## src/rtl/core_pkg.sv

```systemverilog
// core_pkg
//   Shared constants for the RV32I pipeline. The hazard unit, the ID-stage
//   decoder and the EX operand muxes all use these encodings.
//   HZ_*  : 2-bit hazard operation type carried with each instruction.
//   FWD_* : 2-bit operand source select driven into the EX operand muxes.
package core_pkg;

   localparam logic [1:0] HZ_NONE  = 2'b00;
   localparam logic [1:0] HZ_ALU   = 2'b01;
   localparam logic [1:0] HZ_LOAD  = 2'b10;
   localparam logic [1:0] HZ_STORE = 2'b11;

   localparam logic [1:0] FWD_RF      = 2'b00;
   localparam logic [1:0] FWD_EXE     = 2'b01;
   localparam logic [1:0] FWD_MEM_ALU = 2'b10;
   localparam logic [1:0] FWD_MEM_LD  = 2'b11;

   // Only ALU ops and loads write the register file, so only they act as producers.
   function automatic logic hz_is_writer(input logic [1:0] optype);
      return (optype == HZ_ALU) || (optype == HZ_LOAD);
   endfunction

endpackage

```

## src/rtl/hazard_detect_unit_tracker.sv

```systemverilog
// hazard_stage_tracker
//   Holds the hazard-relevant fields of the instructions in EXE and MEM.
//   Every clock, MEM takes over EXE, and EXE takes the ID fields or a
//   bubble (all fields zero) when bubble=1. rst clears both stages
//   asynchronously.
//   Ports:
//     clk, rst             clock, async active-high reset
//     bubble               insert a bubble into EXE instead of the ID fields
//     optype_id/rd_id/rs2_id   fields of the instruction leaving ID
//     optype_e/rd_e/rs2_e      current EXE occupant
//     optype_m/rd_m            current MEM occupant
module hazard_stage_tracker
   import core_pkg::*;
#(
   parameter int REG_AW = 5
) (
   input  logic              clk,
   input  logic              rst,
   input  logic              bubble,
   input  logic [1:0]        optype_id,
   input  logic [REG_AW-1:0] rd_id,
   input  logic [REG_AW-1:0] rs2_id,
   output logic [1:0]        optype_e,
   output logic [REG_AW-1:0] rd_e,
   output logic [REG_AW-1:0] rs2_e,
   output logic [1:0]        optype_m,
   output logic [REG_AW-1:0] rd_m
);

   logic [1:0]        optype_e_q, optype_e_d;
   logic [REG_AW-1:0] rd_e_q, rd_e_d;
   logic [REG_AW-1:0] rs2_e_q, rs2_e_d;
   logic [1:0]        optype_m_q, optype_m_d;
   logic [REG_AW-1:0] rd_m_q, rd_m_d;

   // Next-state: shift EXE into MEM, load EXE from ID or with a bubble.
   always_comb begin
      optype_m_d = optype_e_q;
      rd_m_d     = rd_e_q;
      optype_e_d = HZ_NONE;
      rd_e_d     = '0;
      rs2_e_d    = '0;
      if (bubble) begin
         optype_e_d = HZ_NONE;
         rd_e_d     = '0;
         rs2_e_d    = '0;
      end else begin
         optype_e_d = optype_id;
         rd_e_d     = rd_id;
         rs2_e_d    = rs2_id;
      end
   end

   // Stage registers; reset state is a bubble in both stages.
   always_ff @(posedge clk or posedge rst) begin
      if (rst) begin
         optype_e_q <= HZ_NONE;
         rd_e_q     <= '0;
         rs2_e_q    <= '0;
         optype_m_q <= HZ_NONE;
         rd_m_q     <= '0;
      end else begin
         optype_e_q <= optype_e_d;
         rd_e_q     <= rd_e_d;
         rs2_e_q    <= rs2_e_d;
         optype_m_q <= optype_m_d;
         rd_m_q     <= rd_m_d;
      end
   end

   assign optype_e = optype_e_q;
   assign rd_e     = rd_e_q;
   assign rs2_e    = rs2_e_q;
   assign optype_m = optype_m_q;
   assign rd_m     = rd_m_q;

endmodule

```

## src/rtl/hazard_detect_unit.sv

```systemverilog
// hazard_detect_unit
//   Pipeline hazard unit for the 5-stage RV32I core. Tracks the EXE/MEM
//   occupants and produces load-use stalls, branch flushes and operand
//   forwarding selects. Register file writes in the first half-cycle, so
//   there is no WB forwarding path.
//   Parameters: REG_AW register-address width; FWD_EN 1 forwards from
//   EXE/MEM, 0 stalls on every RAW until the producer leaves MEM.
//   Inputs : clk, rst, Branch_ID, rs1use_ID, rs2use_ID, hazard_optype_ID,
//            rs1_ID, rs2_ID, rd_ID
//   Outputs: PC_EN_IF, reg_FD_EN, reg_FD_flush, reg_DE_flush,
//            forward_ctrl_A, forward_ctrl_B, forward_ctrl_ls
//   All outputs are combinational from tracked state and ID inputs.
module hazard_detect_unit
   import core_pkg::*;
#(
   parameter int REG_AW = 5,
   parameter bit FWD_EN = 1'b1
) (
   input  logic              clk,
   input  logic              rst,
   input  logic              Branch_ID,
   input  logic              rs1use_ID,
   input  logic              rs2use_ID,
   input  logic [1:0]        hazard_optype_ID,
   input  logic [REG_AW-1:0] rs1_ID,
   input  logic [REG_AW-1:0] rs2_ID,
   input  logic [REG_AW-1:0] rd_ID,
   output logic              PC_EN_IF,
   output logic              reg_FD_EN,
   output logic              reg_FD_flush,
   output logic              reg_DE_flush,
   output logic [1:0]        forward_ctrl_A,
   output logic [1:0]        forward_ctrl_B,
   output logic              forward_ctrl_ls
);

   logic [1:0]        optype_e, optype_m;
   logic [REG_AW-1:0] rd_e, rs2_e, rd_m;
   logic              stall;
   logic              m1_e, m2_e, m1_m, m2_m;

   // A source matches a stage only when it is used, is not x0, and the
   // occupant actually writes that register.
   function automatic logic src_match(input logic use_s, input logic [REG_AW-1:0] rs,
                                      input logic [REG_AW-1:0] rd, input logic [1:0] optype);
      return use_s && (rs != '0) && (rs == rd) && hz_is_writer(optype);
   endfunction

   // EXE result beats MEM result since it is the younger producer.
   function automatic logic [1:0] fwd_sel(input logic me, input logic mm,
                                          input logic [1:0] op_e, input logic [1:0] op_m);
      if (me && (op_e == HZ_ALU)) begin
         return FWD_EXE;
      end else if (mm && (op_m == HZ_ALU)) begin
         return FWD_MEM_ALU;
      end else if (mm && (op_m == HZ_LOAD)) begin
         return FWD_MEM_LD;
      end else begin
         return FWD_RF;
      end
   endfunction

   hazard_stage_tracker #(.REG_AW(REG_AW)) u_tracker (
      .clk       (clk),
      .rst       (rst),
      .bubble    (stall),
      .optype_id (hazard_optype_ID),
      .rd_id     (rd_ID),
      .rs2_id    (rs2_ID),
      .optype_e  (optype_e),
      .rd_e      (rd_e),
      .rs2_e     (rs2_e),
      .optype_m  (optype_m),
      .rd_m      (rd_m)
   );

   assign m1_e = src_match(rs1use_ID, rs1_ID, rd_e, optype_e);
   assign m2_e = src_match(rs2use_ID, rs2_ID, rd_e, optype_e);
   assign m1_m = src_match(rs1use_ID, rs1_ID, rd_m, optype_m);
   assign m2_m = src_match(rs2use_ID, rs2_ID, rd_m, optype_m);

   // Stall, flush and forwarding decisions.
   always_comb begin
      stall           = 1'b0;
      forward_ctrl_A  = FWD_RF;
      forward_ctrl_B  = FWD_RF;
      forward_ctrl_ls = 1'b0;
      if (FWD_EN) begin
         // A store whose only dependency on the load is its data operand
         // can go ahead; the data is picked up via forward_ctrl_ls next cycle.
         stall = (m1_e || m2_e) && (optype_e == HZ_LOAD) &&
                 !((hazard_optype_ID == HZ_STORE) && m2_e && !m1_e);
         forward_ctrl_A  = fwd_sel(m1_e, m1_m, optype_e, optype_m);
         forward_ctrl_B  = fwd_sel(m2_e, m2_m, optype_e, optype_m);
         forward_ctrl_ls = (optype_e == HZ_STORE) && (optype_m == HZ_LOAD) &&
                           (rd_m != '0) && (rs2_e == rd_m);
      end else begin
         stall = m1_e || m2_e || m1_m || m2_m;
      end
      PC_EN_IF     = !stall;
      reg_FD_EN    = !stall;
      reg_DE_flush = stall;
      // Stall wins over a branch: its operands are stale and it is re-evaluated.
      reg_FD_flush = Branch_ID && !stall;
   end

endmodule

```

## config.mk

```make
export PLATFORM = sky130hd
export DESIGN_NAME = hazard_detect_unit
export DESIGN_NICKNAME = d
export VERILOG_FILES = /design/src/rtl/core_pkg.sv /design/src/rtl/hazard_detect_unit_tracker.sv /design/src/rtl/hazard_detect_unit.sv
export SDC_FILE = /design/constraint.sdc
export NUM_CORES = 1
export LEC_CHECK = 0
export CAP_MARGIN = 20
export CORE_UTILIZATION = 51
export CTS_BUF_LIST = sky130_fd_sc_hd__clkbuf_8 sky130_fd_sc_hd__clkbuf_16
export DETAILED_ROUTE_END_ITERATION = 10
export GPL_TIMING_DRIVEN = 0
export PLACE_DENSITY = 0.91
export SYNTH_ARGS = -nofsm -noshare
export SYNTH_HDL_FRONTEND = slang
export SYNTH_HIERARCHICAL = 1
export SYNTH_SLANG_ARGS = --single-unit
export TNS_END_PERCENT = 5
```

## constraint.sdc

```tcl
create_clock -name clk -period 3.37 [get_ports clk]
set_input_delay 0.5055 -clock clk [delete_from_list [all_inputs] [get_ports clk]]
set_output_delay 0.5055 -clock clk [all_outputs]
set_load 0.03 [all_outputs]
```

==> metrics.md, run 1 <==
| Metric | Value |
|---|---|
| Status | `completed` |
| Layout cell share with drive strength beyond 1 | `17.1%` |
| Fin. Hold Viols | `0` |
| Worst setup margin | `141 ps` |
| CP Launch Type | `primary input` |
| Clock slew at reported path FFs | `70 ps` |
| Initial antenna violation count | `0` |
| Seq/Total Area, Yosys | `40.6%` |
| Maximum clock rate | `310 MHz` |
| Worst-Margin Slew | `738 ps` |
| Power Dens Cells | `332 nW/um^2` |
| Final wirelength | `2.56 mm` |
| CTS sink cnt | `19` |
| Syn_nets | `133` |
| Clock root buffer | `clkbuf_8` |
| Max Fanout on Critical Path | `4` |
| DP HPWL | `1.97 mm` |
| Final Setup Violations | `0` |
| Area leader, netlist | `dfrtp_1` |
| Crit path DAT | `2720 ps` |
| Ports | `31` |
| Worst path bufs/invs | `2` |
| DP Worst Slack | `-64.1 ps` |
| Area contributors post-synth | `dfrtp_1, xnor2_1, nor2b_2` |
| Ys flop type | `dfrtp_1` |
| Hold-fix buffers at CTS | `0` |
| Initial Util | `56.7%` |
| Peak VDD IR | `0.314 mV` |
| Critical path required time | `2860 ps` |
| Worst path cell trace | `clkdlybuf4s50_1, or4_1, o21ai_1, nor4_1, a31o_2, clkdlybuf4s50_1` |
| Seq cells post-synth | `19` |
| Largest net degree at the start of global routing | `20` |
| RSZ-0062 raised after global routing | `no` |
| DRT Pass-1 Iters | `4` |
| Final Cycle Share | `95.8%` |
| CP dominant cell by count | `clkdlybuf4s50_1` |
| Clock Latency Late Sink | `260 ps` |
| Vias in the first global route | `940` |
| Mapped cell area | `1170 sq um` |
| Post-detailed-route wirelength per cell | `15.3 um` |
| Vias | `866` |
| Gp weighted congestion | `0.886` |
| Ys async rst share | `100%` |
| Drt via density | `5.19` |
| First-pass GRT wire length | `4.41 mm` |
| Nets | `168` |
| Mux cell area share after synthesis | `0%` |
| CTS tree | `yes` |
| Area of the die | `2490 sq um` |
| Slowest cell on the critical path | `clkdlybuf4s50_1` |
| DIE HEIGHT | `49.9 um` |
| Avg Cell Area, Syn | `11.0 sq um` |
| # rows | `16` |
| CP top delay family | `buffers and inverters` |
| Synth Area in XOR/XNOR | `15.7%` |
| Hold WS | `437 ps` |
| Slowest stage delay, CP | `580 ps` |
| Layout area overhead | `33.2%` |
| Ys Warns | `6` |
| Crit path time final | `3230 ps` |
| Adder-Cell Fraction of Synth Area | `5.35%` |
| Worst setup EP type | `output port` |
| Post-synth EDFFs | `0` |
| Leak pwr | `0.000686 uW` |
| Worst slew margin | `50.8%` |
| Complex-gate fraction of the synthesized area | `8.77%` |
| Synth top area share | `40.6%` |
| H-tree lvl count | `1` |
| Most frequent cell after synthesis | `dfrtp_1` |
| WS Path Type | `in2out` |
| CTS Buf Count | `3` |
| Chip width | `49.9 um` |
| Core box area | `2060 sq um` |
| Largest family of logic cells by synthesized area | `simple AND/OR/NAND/NOR gates` |
| Clock tree buffer depth | `2` |
| Clock skew | `8.20 ps` |
| Initial DRC count | `13` |
| Max Cap Violations | `0` |
| Overflow after GRT | `0` |
| Count of buffers from port buffering | `30` |
| Max-slew violation count | `0` |
| Hold Crit Class | `reg2reg` |
| Cells after Synth | `106` |
| Post-Synth Simple-Gate Area | `24.7%` |
| DRC Markers | `0` |
| Synth cell count leaders | `dfrtp_1, xnor2_1, inv_1` |
| Synth cell types | `33` |
| Antenna cells | `0` |
| Antenna viol nets, final | `0` |
| Total GRT Usage | `23.9%` |
[cell type report]
cell class	instances	area, sq um
clock inverter	1	5.00
clock buffer	3	41.3
tap	27	33.8
multi-input combinational	75	638
fill	146	504
buffer	2	18.8
sequential	19	475
timing repair buffer	30	308
inverter	10	37.5
[worst register-to-register path, stage by stage, from the launching register on]
cell	delay [ps]
dfrtp_1	390
inv_1	60
ha_1	310
a2111o_1	430
nor4_4	310
a21o_1	240
buf_6	200
nor2b_2	60
[stage by stage]
step                utilization (%)  instance area (sq um)  setup TNS (ps)  total power [uW]  std cells
floorplan                         -                   1170               0               314        106
global placement               72.9                   1500           -8.23               354        163
detailed placement             72.9                   1500           -99.0               360        163
CTS                            75.1                   1550               0               519        167
global route                   75.5                   1560               0               542        167
finish                         75.5                   1560               0               517        167
[placed cells by master (no fill, tap or decap), drive strengths merged, types with 2 or more instances in the layout]
master and count:
a211oi 2, and2b 2, buf 2, clkbuf 3
clkdlybuf4s50 24, dfrtp 19, dlygate4sd2 2, dlymetal6s2s 4
ha 5, inv 10, nand2 3, nand2b 2
nand3 3, nor2b 13, nor3b 2, nor4 5
o21ai 3, or4 3, xnor2 18, xor2 3
[state kept, by name, indices dropped and copies added (netlist names)]
| name | count |
|---|---|
| u_tracker/rd_m | 5 |
| u_tracker/rd_e | 5 |
| u_tracker/optype_e | 2 |
| u_tracker/optype_m | 2 |
| u_tracker/rs2_e | 5 |
[report_power, final]
part	internal, uW	leakage (uW)	total (uW)	switching (uW)
logic	58.0	0.000439	102	43.9
clock network	82.2	0.0000255	161	79.0
registers	240	0.000222	254	13.9
total	380	0.000686	517	137
[worst paths after layout]
check,from,to,slack [ps],cells after the start
max,rs2_ID[2],forward_ctrl_B[0],140,6
min,u_tracker/optype_e[1],u_tracker/optype_m[1],440,0
max reg2reg,u_tracker/optype_e[0],u_tracker/optype_e[0],1260,7
min reg2reg,u_tracker/optype_e[1],u_tracker/optype_m[1],440,0
max in group asynchronous,rst,u_tracker/optype_m[0],2230,2
min in group asynchronous,rst,u_tracker/rd_e[3],660,2
[per-layer routing]
metal	vias to the layer above	track usage, %	part of all wire [%]
li1	424	-	-
met1	408	28.3	43
met2	28	42.8	52
met3	6	2.47	3.2
met4	0	11.0	2.3
met5	-	0	0
[cell families (layout without fill, tap and decap cells)]
family | count (synthesis) | count (layout)
AND/OR/NAND/NOR | 37 | 37
flip-flops | 19 | 19
AO/OA/AOI/OAI | 12 | 12
adder cells (fa/ha/maj) | 5 | 5
XOR/XNOR | 21 | 21
buffers and inverters | 12 | 46
[what timing repair did]
item / CTS / global route
endpoints found under the setup margin: 2 / 5
gates cloned: 0 / 0
setup buffers: 0 / 0
gates resized for setup: 2 / 4
pin swaps: 0 / 1
No activity file was read; power rests on OpenSTA's default activity.
==> run 2, diff against run 1 <==
--- a/config.mk
+++ b/config.mk
@@ -6,6 +6,7 @@
 export NUM_CORES = 1
 export LEC_CHECK = 0
 export CAP_MARGIN = 20
+export CORE_MARGIN = 5
 export CORE_UTILIZATION = 51
 export CTS_BUF_LIST = sky130_fd_sc_hd__clkbuf_8 sky130_fd_sc_hd__clkbuf_16
 export DETAILED_ROUTE_END_ITERATION = 10
==> metrics.md, run 2 (same netlist as run 1, synthesis figures left out) <==
| Metric | Value |
|---|---|
| Status | `completed` |
| Final Util | `71.2%` |
| CTS sink cnt | `19` |
| Worst slew margin | `52.1%` |
| DRC Markers | `0` |
| Hold Crit Depth | `0` |
| Worst path cell trace | `clkdlybuf4s50_1, or4_1, o21ai_1, nor4_1, a31o_2, clkdlybuf4s50_1` |
| Final Setup Violations | `0` |
| Clock root buffer | `clkbuf_8` |
| DP Worst Slack | `-22.6 ps` |
| Overflow after GRT | `0` |
| Nets | `168` |
| Worst-Margin Slew | `717 ps` |
| Uppermost layer routed | `met4` |
| CTS tree | `yes` |
| Initial Util | `53.4%` |
| FILL cells | `165` |
| Drt via density | `5.43` |
| Max Cap Violations | `0` |
| Post-detailed-route wirelength per cell | `15.5 um` |
| DP HPWL | `2.01 mm` |
| WS Path Type | `in2out` |
| Crit path time final | `3240 ps` |
| Slowest cell on the critical path | `clkdlybuf4s50_1` |
| Count of buffers from port buffering | `30` |
| # rows | `17` |
| Largest net degree at the start of global routing | `20` |
| Most frequent cells in the layout | `clkdlybuf4s50_1, dfrtp_1, xnor2_1` |
| Total GRT Usage | `16.9%` |
| DIE HEIGHT | `57.9 um` |
| Area of the die | `3350 sq um` |
| Critical path required time | `2860 ps` |
| Initial antenna violation count | `0` |
| Crit path DAT | `2740 ps` |
| First-pass GRT wire length | `4.35 mm` |
| Final Cycle Share | `96.2%` |
| Clock tree buffer depth | `2` |
| Chip width | `57.9 um` |
| Gp weighted congestion | `0.861` |
| Peak VDD IR | `0.259 mV` |
| Slowest stage delay, CP | `580 ps` |
| RSZ-0062 raised after global routing | `no` |
| H-tree lvl count | `1` |
| CP dominant cell by count | `clkdlybuf4s50_1` |
| DP Area | `1510 sq um` |
| Core box area | `2190 sq um` |
| Power Dens Cells | `334 nW/um^2` |
| Post_cts resized | `3` |
| Clock skew | `5.33 ps` |
| Initial DRC count | `11` |
| Post-CTS Setup Repair Bufs | `0` |
| DRT Pass-1 Iters | `4` |
| Ports | `31` |
| Final wirelength | `2.60 mm` |
| Hold-fix buffers at CTS | `0` |
| Hold Crit Class | `reg2reg` |
| Vias in the first global route | `977` |
| CTS Buf Count | `3` |
| Antenna viol nets, final | `0` |
| Vias | `913` |
| Layout area overhead | `33.3%` |
| Fin. Hold Viols | `0` |
| Final instance area | `1560 sq um` |
| Antenna cells | `0` |
| Final TNS setup | `0 ps` |
| Layout cell share with drive strength beyond 1 | `17.9%` |
| Met2 WL | `1.39 mm` |
| Max-slew violation count | `0` |
| Worst setup margin | `127 ps` |
| CP Launch Type | `primary input` |
| Clock Latency Late Sink | `260 ps` |
| Max Fanout on Critical Path | `4` |
| Clock slew at reported path FFs | `80 ps` |
| Worst setup EP type | `output port` |
| Leading cell type in the layout, fill and taps excluded | `clkdlybuf4s50_1` |
| Maximum clock rate | `308 MHz` |
| Worst reg2reg path depth | `7` |
| Met3 Wirelength | `167 um` |
| Leak pwr | `0.000689 uW` |
| Metal1 wirelength | `992 um` |
run 2: cell count changes in the layout (fill, tap and decap cells not counted), sizes merged:
cell,delta
clkdlybuf4s50,-1
clkinvlp,+1
buf,+1
clkinv,-1
run 2: per-stage QoR:
stage,instances,hold WS (ps),total power (uW)
final,168,443,520
after global routing,168,469,543
after detailed placement,164,425,359
after global placement,164,415,354
after floorplan,106,393,314
after CTS,168,442,523
run 2: worst paths after layout:
check,startpoint,end,slack (ps)
min in group asynchronous,rst,u_tracker/rd_m[3],650
min,u_tracker/rd_e[0],u_tracker/rd_m[0],440
max in group asynchronous,rst,u_tracker/optype_m[0],2260
max reg2reg,u_tracker/optype_e[0],u_tracker/rs2_e[4],1110
min reg2reg,u_tracker/rd_e[0],u_tracker/rd_m[0],440
max,rs2_ID[1],forward_ctrl_B[0],130
run 2: worst max-delay path, delay by kind of cell:
family / cells / cell delay, ps
and+or+nand+nor: 2 / 670
buffers and inverters: 2 / 1060
AOI/OAI and AO/OA: 2 / 490
run 2: layer usage:
layer	vias to the layer above	GRT usage, %
met5	-	0
met4	0	6.95
met3	7	3.56
met2	33	30.3
met1	441	19.4
li1	432	-
run 2: cell type report:
| cell class | instances | area [sq um] | share of cell area (%) |
|---|---|---|---|
| plain buffers | 2 | 18.8 | 1.20 |
| clock buffers | 3 | 41.3 | 2.65 |
| clock inverters | 1 | 7.51 | 0.482 |
| inverters | 10 | 37.5 | 2.41 |
| multi-input cells | 75 | 638 | 40.9 |
| flip-flops and latches | 19 | 475 | 30.5 |
| well taps | 28 | 35.0 | 2.25 |
| repair buffers | 30 | 305 | 19.6 |
run 2: report_power, final:
group / internal, uW / switching, uW
registers: 240 / 13.6
logic: 58.1 / 44.3
clock network: 83.5 / 80.8
==> run 3, diff against run 2 <==
--- a/config.mk
+++ b/config.mk
@@ -6,11 +6,9 @@
 export NUM_CORES = 1
 export LEC_CHECK = 0
 export CAP_MARGIN = 20
-export CORE_MARGIN = 5
 export CORE_UTILIZATION = 51
 export CTS_BUF_LIST = sky130_fd_sc_hd__clkbuf_8 sky130_fd_sc_hd__clkbuf_16
 export DETAILED_ROUTE_END_ITERATION = 10
-export GPL_TIMING_DRIVEN = 0
 export PLACE_DENSITY = 0.91
 export SYNTH_ARGS = -nofsm -noshare
 export SYNTH_HDL_FRONTEND = slang
==> metrics.md, run 3 (same netlist as run 1, synthesis figures left out) <==
| Metric | Value |
|---|---|
| Nets | `170` |
| Fin. Hold Viols | `0` |
| First-pass GRT wire length | `4.31 mm` |
| DRC Markers | `0` |
| Reg-to-reg setup timing slack | `940 ps` |
| DP Area | `1510 sq um` |
| Footprint of the multi-input gates | `638 sq um` |
| Core box area | `2060 sq um` |
| CTS tree | `yes` |
| WP depth | `7` |
| Max-slew violation count | `0` |
| Layout cell share with drive strength beyond 1 | `18.3%` |
| DP HPWL | `2.08 mm` |
| Worst slew margin | `53.7%` |
| Final Util | `76.3%` |
| Vias in the first global route | `1009` |
| Clock Latency Late Sink | `260 ps` |
| Clock slew at reported path FFs | `70 ps` |
| Hold WS | `434 ps` |
| FILL cells | `136` |
| H-tree lvl count | `1` |
| Crit path DAT | `2730 ps` |
| CP dominant cell by count | `clkdlybuf4s50_1` |
| Peak VDD IR | `0.345 mV` |
| Power Dens Cells | `329 nW/um^2` |
| Crit path time final | `3230 ps` |
| Power share of the clock group | `30.5%` |
| Antenna cells | `0` |
| Hold Crit Class | `reg2reg` |
| Sw Share | `26.2%` |
| CP top delay family | `buffers and inverters` |
| Chip width | `49.9 um` |
| Area of the die | `2490 sq um` |
| Register area | `475 sq um` |
| DRT Pass-1 Iters | `4` |
| Worst setup EP type | `output port` |
| Drt via density | `5.49` |
| CTS Buf Count | `3` |
| M3 GR Usage | `4.94%` |
| Vias | `928` |
| Part of the power in combinational logic | `20.6%` |
| Status | `completed` |
| Hold Crit Start | `u_tracker/rd_e[3]` |
| Max Cap Violations | `0` |
| Critical path required time | `2860 ps` |
| Final Setup Violations | `0` |
| Total GRT Usage | `23.8%` |
| Count of buffers from port buffering | `30` |
| Worst setup margin | `138 ps` |
| Final Cycle Share | `95.9%` |
| Worst path bufs/invs | `3` |
| Overflow after GRT | `0` |
| Antenna viol nets, final | `0` |
| Gp weighted congestion | `0.854` |
| Reg-to-Reg End | `u_tracker/optype_e[1]` |
| Slowest stage delay, CP | `660 ps` |
| Worst-Margin Slew | `694 ps` |
| Clock tree buffer depth | `2` |
| Max Fanout on Critical Path | `3` |
| GR Util met1 | `24.3%` |
| Hold Crit Depth | `0` |
| R2r startpoint | `u_tracker/optype_e[0]` |
| Initial DRC count | `8` |
| Hold endpoint | `u_tracker/rd_m[3]` |
| # rows | `16` |
| Final wirelength | `2.64 mm` |
| Final TNS setup | `0 ps` |
| Most frequent cells in the layout | `clkdlybuf4s50_1, dfrtp_1, xnor2_1` |
| GR Util met2 | `44.1%` |
| Clock skew | `1.99 ps` |
| Worst reg2reg path depth | `7` |
| Clock root buffer | `clkbuf_8` |
| DP Worst Slack | `32.1 ps` |
| Layout area overhead | `34.4%` |
| CTS sink cnt | `19` |
| Leak pwr | `0.000714 uW` |
| Worst path cell trace | `clkdlybuf4s50_1, buf_4, xnor2_1, nand3_1, nor4_1, a31o_2, clkdlybuf4s50_1` |
| Slowest cell on the critical path | `clkdlybuf4s50_1` |
| Initial antenna violation count | `0` |
| Internal cell power | `382 uW` |
| Final instance area | `1570 sq um` |
| Initial Util | `56.7%` |
| RSZ-0062 raised after global routing | `no` |
| Grt peak-use layer | `met2` |
| Ports | `31` |
| Share of total power in sequential cells | `49.0%` |
| Post-detailed-route wirelength per cell | `15.6 um` |
| Maximum clock rate | `309 MHz` |
| Sw Pwr | `136 uW` |
| Largest net degree at the start of global routing | `20` |
| WS Path Type | `in2out` |
| CP Launch Type | `primary input` |
| DIE HEIGHT | `49.9 um` |
| Hold-fix buffers at CTS | `0` |
| Leading cell type in the layout, fill and taps excluded | `clkdlybuf4s50_1` |
-- run 3: changes by cell type in the layout (fill, tap and decap cells not counted), sizes merged --
cell | before | now
buf | 3 | 5
dlymetal6s2s | 4 | 6
inv | 10 | 11
clkinvlp | 1 | 0
dlygate4sd2 | 2 | 0
-- run 3: per-stage QoR --
step / instances / power (uW)
global route: 169 / 538
detailed placement: 165 / 363
finish: 169 / 518
CTS: 169 / 517
global placement: 165 / 357
floorplan: 106 / 314
-- run 3: worst max path at each step --
stage               from                 to  slack (ps)
6_report       rs2_ID[1]  forward_ctrl_B[0]         140
5_1_grt        rs2_ID[1]  forward_ctrl_B[0]          60
4_1_cts        rs1_ID[1]           PC_EN_IF          40
3_5_place_dp   rs1_ID[1]           PC_EN_IF          30
3_3_place_gp   rs1_ID[1]       reg_FD_flush         120
2_1_floorplan  rs1_ID[1]          reg_FD_EN         730
-- run 3: timing repair --
action	in CTS	in global routing
buffers inserted	0	0
setup endpoints to repair	0	6
resized for setup	0	6
-- run 3: final cells by class --
| cell class | count | area share (%) |
|---|---|---|
| multi-input combinational | 75 | 40.6 |
| sequential | 19 | 30.2 |
| timing repair buffer | 34 | 21.8 |
| clock buffer | 3 | 2.63 |
| inverter | 10 | 2.39 |
| tap | 27 | 2.15 |
| clock inverter | 1 | 0.239 |
-- run 3: power groups by stage --
| stage | sequential, uW | clock, uW | combinational (uW) |
|---|---|---|---|
| after floorplan | 254 | 0 | 59.4 |
| after global placement | 257 | 0 | 100 |
| after detailed placement | 258 | 0 | 106 |
| after CTS | 253 | 157 | 107 |
| after global routing | 255 | 167 | 116 |
| final | 253 | 158 | 106 |
-- run 3: routing by layer --
layer	vias to the layer above	share of wire (%)
met5	-	0
met4	0	3.5
met3	10	3.6
met2	32	51
met1	453	41
li1	433	-
